### src/rtl/sqwave_pattern_sequencer.sv
// sqwave_pattern_sequencer
// Plays a table of (high, low, repeat) square-wave steps back to back with no
// gap cycles between periods or steps. Each step produces repeat+1 periods of
// HIGH for max(high,1) cycles followed by LOW for max(low,1) cycles.
// Optional feature: define SQSEQ_LOOP_EN to add the `loop` input, which wraps
// playback from the last step back to step 0 instead of finishing.
// The pattern table is plain storage: it is not cleared by reset and may only
// be written while the sequencer is idle.
module sqwave_pattern_sequencer #(
  parameter int DEPTH = 8,
  parameter int CW    = 4,
  parameter int RW    = 4,
  localparam int AW   = $clog2(DEPTH)
) (
  input  logic          clk,
  input  logic          rst,
  input  logic          cfg_we,
  input  logic [AW-1:0] cfg_addr,
  input  logic [CW-1:0] cfg_high,
  input  logic [CW-1:0] cfg_low,
  input  logic [RW-1:0] cfg_rep,
  input  logic [AW:0]   num_steps,
  input  logic          start,
  input  logic          stop,
`ifdef SQSEQ_LOOP_EN
  input  logic          loop,
`endif
  output logic          wave_out,
  output logic          busy,
  output logic          done,
  output logic [AW-1:0] step_idx
);

  localparam logic [AW:0] DEPTH_N = (AW+1)'(DEPTH);

  typedef enum logic [1:0] {
    S_IDLE = 2'd0,
    S_HIGH = 2'd1,
    S_LOW  = 2'd2
  } state_t;

  // A programmed duration of 0 behaves as 1 cycle.
  function automatic logic [CW-1:0] eff_dur(input logic [CW-1:0] v);
    return (v == '0) ? CW'(1) : v;
  endfunction

  // Requested step count: 0 plays one step, anything above DEPTH plays DEPTH.
  function automatic logic [AW:0] clamp_steps(input logic [AW:0] n);
    if (n == '0)
      return (AW+1)'(1);
    if (n > DEPTH_N)
      return DEPTH_N;
    return n;
  endfunction

  // Pattern table
  logic [CW-1:0] r_tab_h [DEPTH];
  logic [CW-1:0] r_tab_l [DEPTH];
  logic [RW-1:0] r_tab_r [DEPTH];

  // Active step, already converted to effective durations
  logic [CW-1:0] r_cur_h;
  logic [CW-1:0] r_cur_l;
  logic [RW-1:0] r_cur_r;

  // Control state
  state_t        r_state;
  state_t        w_nstate;
  logic [CW-1:0] r_cnt;
  logic [CW-1:0] w_ncnt;
  logic [RW-1:0] r_rep;
  logic [RW-1:0] w_nrep;
  logic [AW-1:0] r_idx;
  logic [AW-1:0] w_nidx;
  logic [AW:0]   r_nsteps;
  logic [AW:0]   w_nsteps;
  logic          r_wave;
  logic          r_busy;
  logic          r_done;
  logic          w_ndone;

  // Step-load request toward the datapath
  logic          w_load;
  logic [AW-1:0] w_load_addr;

  // Decoded conditions
  logic          w_hend;
  logic          w_lend;
  logic          w_more_reps;
  logic          w_last_step;
  logic          w_loop;
  logic          w_tab_we;

`ifdef SQSEQ_LOOP_EN
  assign w_loop = loop;
`else
  assign w_loop = 1'b0;
`endif

  assign w_hend      = (r_cnt == (r_cur_h - CW'(1)));
  assign w_lend      = (r_cnt == (r_cur_l - CW'(1)));
  assign w_more_reps = (r_rep < r_cur_r);
  assign w_last_step = ({1'b0, r_idx} == (r_nsteps - (AW+1)'(1)));
  assign w_tab_we    = cfg_we && !r_busy;

  // Next-state and next-control logic; stop overrides every other transition
  always_comb begin
    w_nstate    = r_state;
    w_ncnt      = r_cnt;
    w_nrep      = r_rep;
    w_nidx      = r_idx;
    w_nsteps    = r_nsteps;
    w_ndone     = 1'b0;
    w_load      = 1'b0;
    w_load_addr = '0;
    if (stop) begin
      w_nstate = S_IDLE;
      w_ncnt   = '0;
      w_nrep   = '0;
      w_nidx   = '0;
    end else begin
      case (r_state)
        S_IDLE: begin
          if (start) begin
            w_nstate    = S_HIGH;
            w_nsteps    = clamp_steps(num_steps);
            w_load      = 1'b1;
            w_load_addr = '0;
            w_ncnt      = '0;
            w_nrep      = '0;
            w_nidx      = '0;
          end
        end
        S_HIGH: begin
          if (w_hend) begin
            w_ncnt   = '0;
            w_nstate = S_LOW;
          end else begin
            w_ncnt = r_cnt + CW'(1);
          end
        end
        S_LOW: begin
          if (!w_lend) begin
            w_ncnt = r_cnt + CW'(1);
          end else begin
            w_ncnt = '0;
            if (w_more_reps) begin
              // another period of the same step
              w_nrep   = r_rep + RW'(1);
              w_nstate = S_HIGH;
            end else if (!w_last_step) begin
              // next step starts on the very next cycle
              w_nidx      = r_idx + AW'(1);
              w_load      = 1'b1;
              w_load_addr = r_idx + AW'(1);
              w_nrep      = '0;
              w_nstate    = S_HIGH;
            end else if (w_loop) begin
              // wrap to the first step without a gap and without done
              w_nidx      = '0;
              w_load      = 1'b1;
              w_load_addr = '0;
              w_nrep      = '0;
              w_nstate    = S_HIGH;
            end else begin
              w_nstate = S_IDLE;
              w_ndone  = 1'b1;
            end
          end
        end
        default: begin
          w_nstate = S_IDLE;
          w_ncnt   = '0;
          w_nrep   = '0;
          w_nidx   = '0;
        end
      endcase
    end
  end

  // State register and registered outputs, cleared asynchronously by rst
  always_ff @(posedge clk or negedge rst) begin
    if (!rst) begin
      r_state  <= S_IDLE;
      r_cnt    <= '0;
      r_rep    <= '0;
      r_idx    <= '0;
      r_nsteps <= '0;
      r_wave   <= 1'b0;
      r_busy   <= 1'b0;
      r_done   <= 1'b0;
    end else begin
      r_state  <= w_nstate;
      r_cnt    <= w_ncnt;
      r_rep    <= w_nrep;
      r_idx    <= w_nidx;
      r_nsteps <= w_nsteps;
      r_wave   <= (w_nstate == S_HIGH);
      r_busy   <= (w_nstate != S_IDLE);
      r_done   <= w_ndone;
    end
  end

  // Table writes (idle only) and step loads; no reset on this storage
  always_ff @(posedge clk) begin
    if (w_load) begin
      r_cur_h <= eff_dur(r_tab_h[w_load_addr]);
      r_cur_l <= eff_dur(r_tab_l[w_load_addr]);
      r_cur_r <= r_tab_r[w_load_addr];
    end
    if (w_tab_we) begin
      r_tab_h[cfg_addr] <= cfg_high;
      r_tab_l[cfg_addr] <= cfg_low;
      r_tab_r[cfg_addr] <= cfg_rep;
    end
  end

  assign wave_out = r_wave;
  assign busy     = r_busy;
  assign done     = r_done;
  assign step_idx = r_idx;

endmodule
### config.mk
export PLATFORM = sky130hd
export DESIGN_NAME = sqwave_pattern_sequencer
export DESIGN_NICKNAME = d
export VERILOG_FILES = /design/src/rtl/sqwave_pattern_sequencer.sv
export SDC_FILE = /design/constraint.sdc
export NUM_CORES = 1
export LEC_CHECK = 0
export BUFFER_PORTS_ARGS = -buffer_cell sky130_fd_sc_hd__buf_2
export CORE_MARGIN = 10
export CORE_UTILIZATION = 35
export CTS_CLUSTER_DIAMETER = 50
export DETAILED_ROUTE_END_ITERATION = 10
export GPL_TIMING_DRIVEN = 1
export PLACE_DENSITY_LB_ADDON = 0.05
export SLEW_MARGIN = 20
export SYNTH_ARGS = -nofsm -noshare
export SYNTH_HDL_FRONTEND = slang
export SYNTH_SLANG_ARGS = --single-unit
### constraint.sdc
create_clock -name clk -period 4.7 [get_ports clk]
set_input_delay 0.705 -clock clk [delete_from_list [all_inputs] [get_ports clk]]
set_output_delay 0.705 -clock clk [all_outputs]
set_load 0.02 [all_outputs]
-- Yosys cells after proc, flatten, opt, wreduce, memory -nomap -nowiden
Memory sizes are Yosys's and may differ from the RTL's. A register that Yosys moved wholly into a read port is not among the register bits.
Index checks and enable logic that the tools add are counted.
- equality and inequality tests: 12
- bitwise gates (word level): 1
- reductions and logical operators: 10
- $add $sub $neg: 6
- multiplexer cells: 54
- magnitude comparators: 2
- operator list (operator ; number):
    $mux W4 ; 12
    $mux W3 ; 10
    $pmux W4 S3 ; 2
    $mux W1 ; 23
    $logic_not A4 Y1 ; 3
    $ne A3 B3 Y1 const B ; 4
    $sub A4 B1 Y4 const B ; 3
    $pmux W3 S3 ; 1
    $add A4 B1 Y4 const B ; 2
    $eq A4 B4 Y1 ; 2
    $mux W2 ; 4
    $pmux W2 S3 ; 1
    $reduce_and A5 Y1 ; 1
    $eq A2 B1 Y1 const B ; 2
    $eq A3 B4 Y1 ; 1
    $gt A4 B4 Y1 const B ; 1
    $lt A4 B4 Y1 ; 1
    $ne A4 B4 Y1 const B ; 1
    $reduce_and A4 Y1 ; 1
    $add A3 B1 Y3 const B ; 1
    $reduce_and A3 Y1 ; 1
    $eq A2 B2 Y1 const B ; 1
    $logic_not A2 Y1 ; 1
    $ne A2 B2 Y1 const B ; 1
    5 further kinds ; 5
- output and inout bits: 6
- flip-flop bits (word level): 28
- memories: 3
- bits in writable memories: 96
- memory list (memory ; words ; width ; rd ports ; clocked after Yosys merged registers in ; wr ports ; line ; text):
    r_tab_h ; 8 ; 4 ; 1 ; 0 ; 1 ; 57 ; logic [CW-1:0] r_tab_h [DEPTH];
    r_tab_l ; 8 ; 4 ; 1 ; 0 ; 1 ; 58 ; logic [CW-1:0] r_tab_l [DEPTH];
    r_tab_r ; 8 ; 4 ; 1 ; 1 ; 1 ; 59 ; logic [RW-1:0] r_tab_r [DEPTH];

-- Logic depth before layout (Yosys ltp)
- depth after elaboration: 11
- gate-level depth with buffers: 12
- depth with buffers taken out: 10

-- Worst setup path after synthesis
Ideal clock, no wire load.
- path type: reg2reg
- start: register r_state[0]
- end: register r_cur_h[0] (data pin)
- arrival time: 2.268 ns
- cell stages (with the launch flop): 13
- setup time: 0.264 ns
- path buffers: 3
- clock period less this slack: 2.531 ns
- path slack: 2.169 ns
- cells stage by stage: dfrtp_1 -> inv_1 -> ha_1 -> nor2b_1 -> and2_1 -> buf_2 -> and3_4 -> buf_6 -> buf_6 -> mux2i_1 -> mux2i_1 -> mux2i_1 -> o31ai_2
- cells in the longest elaborated chain, start to end: 5
- ends and longest elaborated chain (what ; line ; text):
    start, declared ; 67 ; state_t r_state;
    start signal, assigned ; 193 ; r_state <= w_nstate;
    $eq A2 B2 Y1 (*) ; 122 ; case (r_state)
    $mux W3 (*) ; -- ;
    $mux W3 (*) ; 116 ; if (stop) begin
    $mem_v2 Z8 W4 (*) ; -- ;
    $logic_not A4 Y1 ; 44 ; return (v == '0) ? CW'(1) : v;
    end signal, assigned ; 207 ; r_cur_h <= eff_dur(r_tab_h[w_load_addr]);
    end, declared ; 62 ; logic [CW-1:0] r_cur_h;
Mark *: on every way between the ends. The rest lies on a longest branch, timed or not.
A chain may end at the register's enable or synchronous reset.

-- Worst setup path after layout
- start: register r_state[0]
- end: register r_cur_r[3] (read register of r_tab_r) (data pin)
- cells in the longest elaborated chain, start to end: 3
- elaborated cells between the ends (all ways): 6
- ends and longest elaborated chain (what ; line ; text):
    $eq A2 B2 Y1 or $logic_not A2 Y1 (tied branches) ; 122 ;
    $pmux W1 S2 or $mux W3 (tied branches) ; -- ;
    $mux W1 or $mux W3 (tied branches) ; 116 ;
    end, declared ; 64 ; logic [RW-1:0] r_cur_r;
Several ways; a longest one is shown, not always the timed one.

==> impl_results.md <==
- Outcome: finished, final reports clean
- Placed Instances: 655
- Clock latency at the later pin of the worst-skew pair: 0.42 ns
- Fin nets: around 500
- Initial antenna violation count: 0
- CTS tree: done
- Worst slew margin: 32.6%
- EDFF count, synth: about 110
- Die X: 147 um
- Die height: 147 um
- Die area: 21700 um2
- Root buf cell: clkbuf_16
- Initial core utilization: 35.6%
- Final setup fails: 0
- Post-DP HPWL: 8.45 mm
- Commonest non-fill, non-tap cell in the layout: edfxtp_1
- Final Non-Filler Cells: just under 700
- Hold-fix buffers, CTS: 0
- Row cnt: 46
- Synth-to-layout area growth: 17.3%
- Final Hold Violating Endpoints: 0
- Global-route wire length before repair: 20.2 mm
- Pwr dens: around 410 nW/um2
- Worst Reg-to-Reg Cells: 9
- Postcts setup bufs: 0
- Overall Global Routing Usage: 12.4%
- Syn avg cell area: 13.6 um2
- Peak VDD IR: approximately 0.29 mV
- Post-Route WL: between 10 and 15 mm
- Vias in the first global route: 3504
- Total grt overflow: 0
- CP required: 4.88 ns
- Post-CTS Resized: 0
- Cell Area, Synth: about 5700 um2
- CTS buffer count: 17
- Fmax: around 300 MHz
- Routed WL per cell: 18.8 um
- Crit-path max FO: 31
- Clock buffer depth: 2
- Synth warnings: 0
- Syn Inst Count: 416
- FF-to-FF Start: r_state[0]
- Core box area: 15900 um2
- Antenna diodes: 0
- Worst EP arrival: 3.50 ns
- Syn nets: 453
- Setup Skew: ~0.0077 ns
- H-tree Lvls: 4
- Worst setup SP type: flop
- Port-buffer cells: 29
- Largest net degree at the start of global routing: 32
- #FFs+latches synth: 128
- Worst slew pin tran: 1.01 ns
- Vias per cell: 4.91
- Placer congestion estimate: between 0.7 and 0.8
- Layout cells sized above 1: 18.9%
- Clock Pin Slew Worst Setup and Hold Paths: 0.06 ns
- Min cycle time layout: 3.33 ns
- HP Class: input pin to async pin
- Final setup TNS: 0 ns
- Setup Crit Path Kind: flop to flop
- Antenna Violating Nets Remaining: 0
- Most frequent cells in the layout: 108 x edfxtp_1, 36 x o21ai_0, 32 x nand2_1
- Register-to-register setup slack: 1.37 ns
- Worst setup EP type: flop
- Util after Layout: a little over two fifths
- Max-Cap Viols: 0
- Drt drc: 0
- Seq/Total Area, Yosys: 66.1%
- Vias post-DR: 3376
- Pre-Repair DR Iteration Count: 5
- Reg-to-Reg End: r_cur_r[3]
- Leak Pwr: roughly 2.4 nW
- Leading register cell type out of synthesis: edfxtp_1
- Distinct cells, synth: 52
- RSZ-0062 raised after global routing: false
- Initial DRC Count: 217
- Clock sink total: 128
- Ports: 30
- Period utilization: 70.8%
- Post-synth ARST share: 15.6%
- Final max-slew violation count: 0
-- how the worst max path moves through the flow --
| stage | endpoint | slack (ns) | depth (start not counted) | startpoint |
|---|---|---|---|---|
| floorplan | r_cur_h[0] | 2.17 | 12 | r_state[0] |
| detailed placement | r_cur_h[0] | 1.25 | 8 | stop |
| finish | r_cur_r[3] | 1.37 | 9 | r_state[0] |
| global route | r_cur_r[0] | 1.14 | 9 | r_state[0] |
| global placement | r_cur_h[0] | 1.36 | 8 | stop |
| CTS | r_cur_r[3] | 1.36 | 9 | r_state[0] |
-- sequential cells by signal, indices dropped and copies added (netlist names) --
signal,cells
step_idx,3
r_rep,4
r_tab_h,32
r_state,2
done,1
busy,1
r_tab_r,32
r_nsteps,4
r_cnt,4
wave_out,1
r_cur_l,4
r_tab_l,32
r_cur_r,4
r_cur_h,4
-- synth_stat cells (2+ instances only) --
master    number  area (um2)
nor3_1         7        35.0
or2_2          2        12.5
dfrtp_1       20         500
nand3_1        8        40.0
a31oi_1        2        12.5
nand4_1        2        12.5
o211ai_1       6        45.0
and3_1         2        12.5
o21ai_1        5        25.0
o22ai_1        7        43.8
a311o_1        3        30.0
xnor2_1        9        78.8
o21ai_0       36         180
nand2b_1       7        43.8
inv_1         15        56.3
o21a_1         2        15.0
mux2_4         2        30.0
edfxtp_1     108        3240
a211oi_1       4        30.0
mux2i_1       26         260
and2_1         2        12.5
nor2b_1        9        56.3
nand2_1       32         120
nor2_1        24        90.1
buf_2          6        30.0
xor2_1         8        70.1
o31ai_2        2        25.0
nor4_1         2        12.5
buf_6          3        33.8
a21oi_1       10        50.1
ha_1          13         163
mux2_2         7        78.8
a21boi_0       2        15.0
a21o_1         5        37.5
-- metal layers --
layer	part of all wire [%]	vias to the layer above	global-route usage, %
li1	-	1647	-
met1	47	1653	15.7
met2	48	63	19.6
met3	4.5	13	3.78
met4	1.3	0	4.26
met5	0	-	0
-- worst max-delay path: stages (launching register included) --
cell and delay [ns]:
dfrtp_1 0.43, inv_1 0.10, ha_1 0.25, nor2b_1 0.37
and2_1 0.43, and3_4 0.63, o21ai_1 0.37, o22ai_1 0.23
a211oi_1 0.07, a21o_1 0.20
-- kinds of logic (layout without fill, tap and decap cells) --
group | after synthesis | in the layout | share of synthesized area [%]
multiplexers | 35 | 35 | 6.52
XOR/XNOR | 17 | 17 | 2.63
buffers and inverters | 26 | 81 | 2.32
adder cells (fa/ha/maj) | 13 | 13 | 2.87
AND/OR/NAND/NOR | 104 | 104 | 9.02
AO/OA/AOI/OAI | 93 | 93 | 10.5
flip-flops | 128 | 128 | 66.1
-- final cells by class --
class / count / area [um2]
fillers: 1513 / 9240
flip-flops and latches: 128 / 3740
multi-input cells: 262 / 1810
clock buffers: 17 / 425
well taps: 216 / 270
repair buffers: 34 / 183
clock inverters: 15 / 156
inverters: 15 / 56.3
-- power by group --
group	switching, mW	internal, mW
sequential	0.0158	1.26
clock	0.514	0.785
combinational	0.0727	0.0426
total	0.602	2.09
-- per-stage QoR --
step	worst slack, ns	total power, mW	area [um2]	hold slack, ns
after CTS	1.36	2.72	6640	0.254
after detailed placement	1.25	1.42	6060	0.530
after global routing	1.14	2.79	6640	0.289
final	1.37	2.69	6640	0.238
after floorplan	2.17	1.36	5660	0.409
after global placement	1.36	1.42	6060	0.514
No activity file was read; power rests on OpenSTA's default activity.
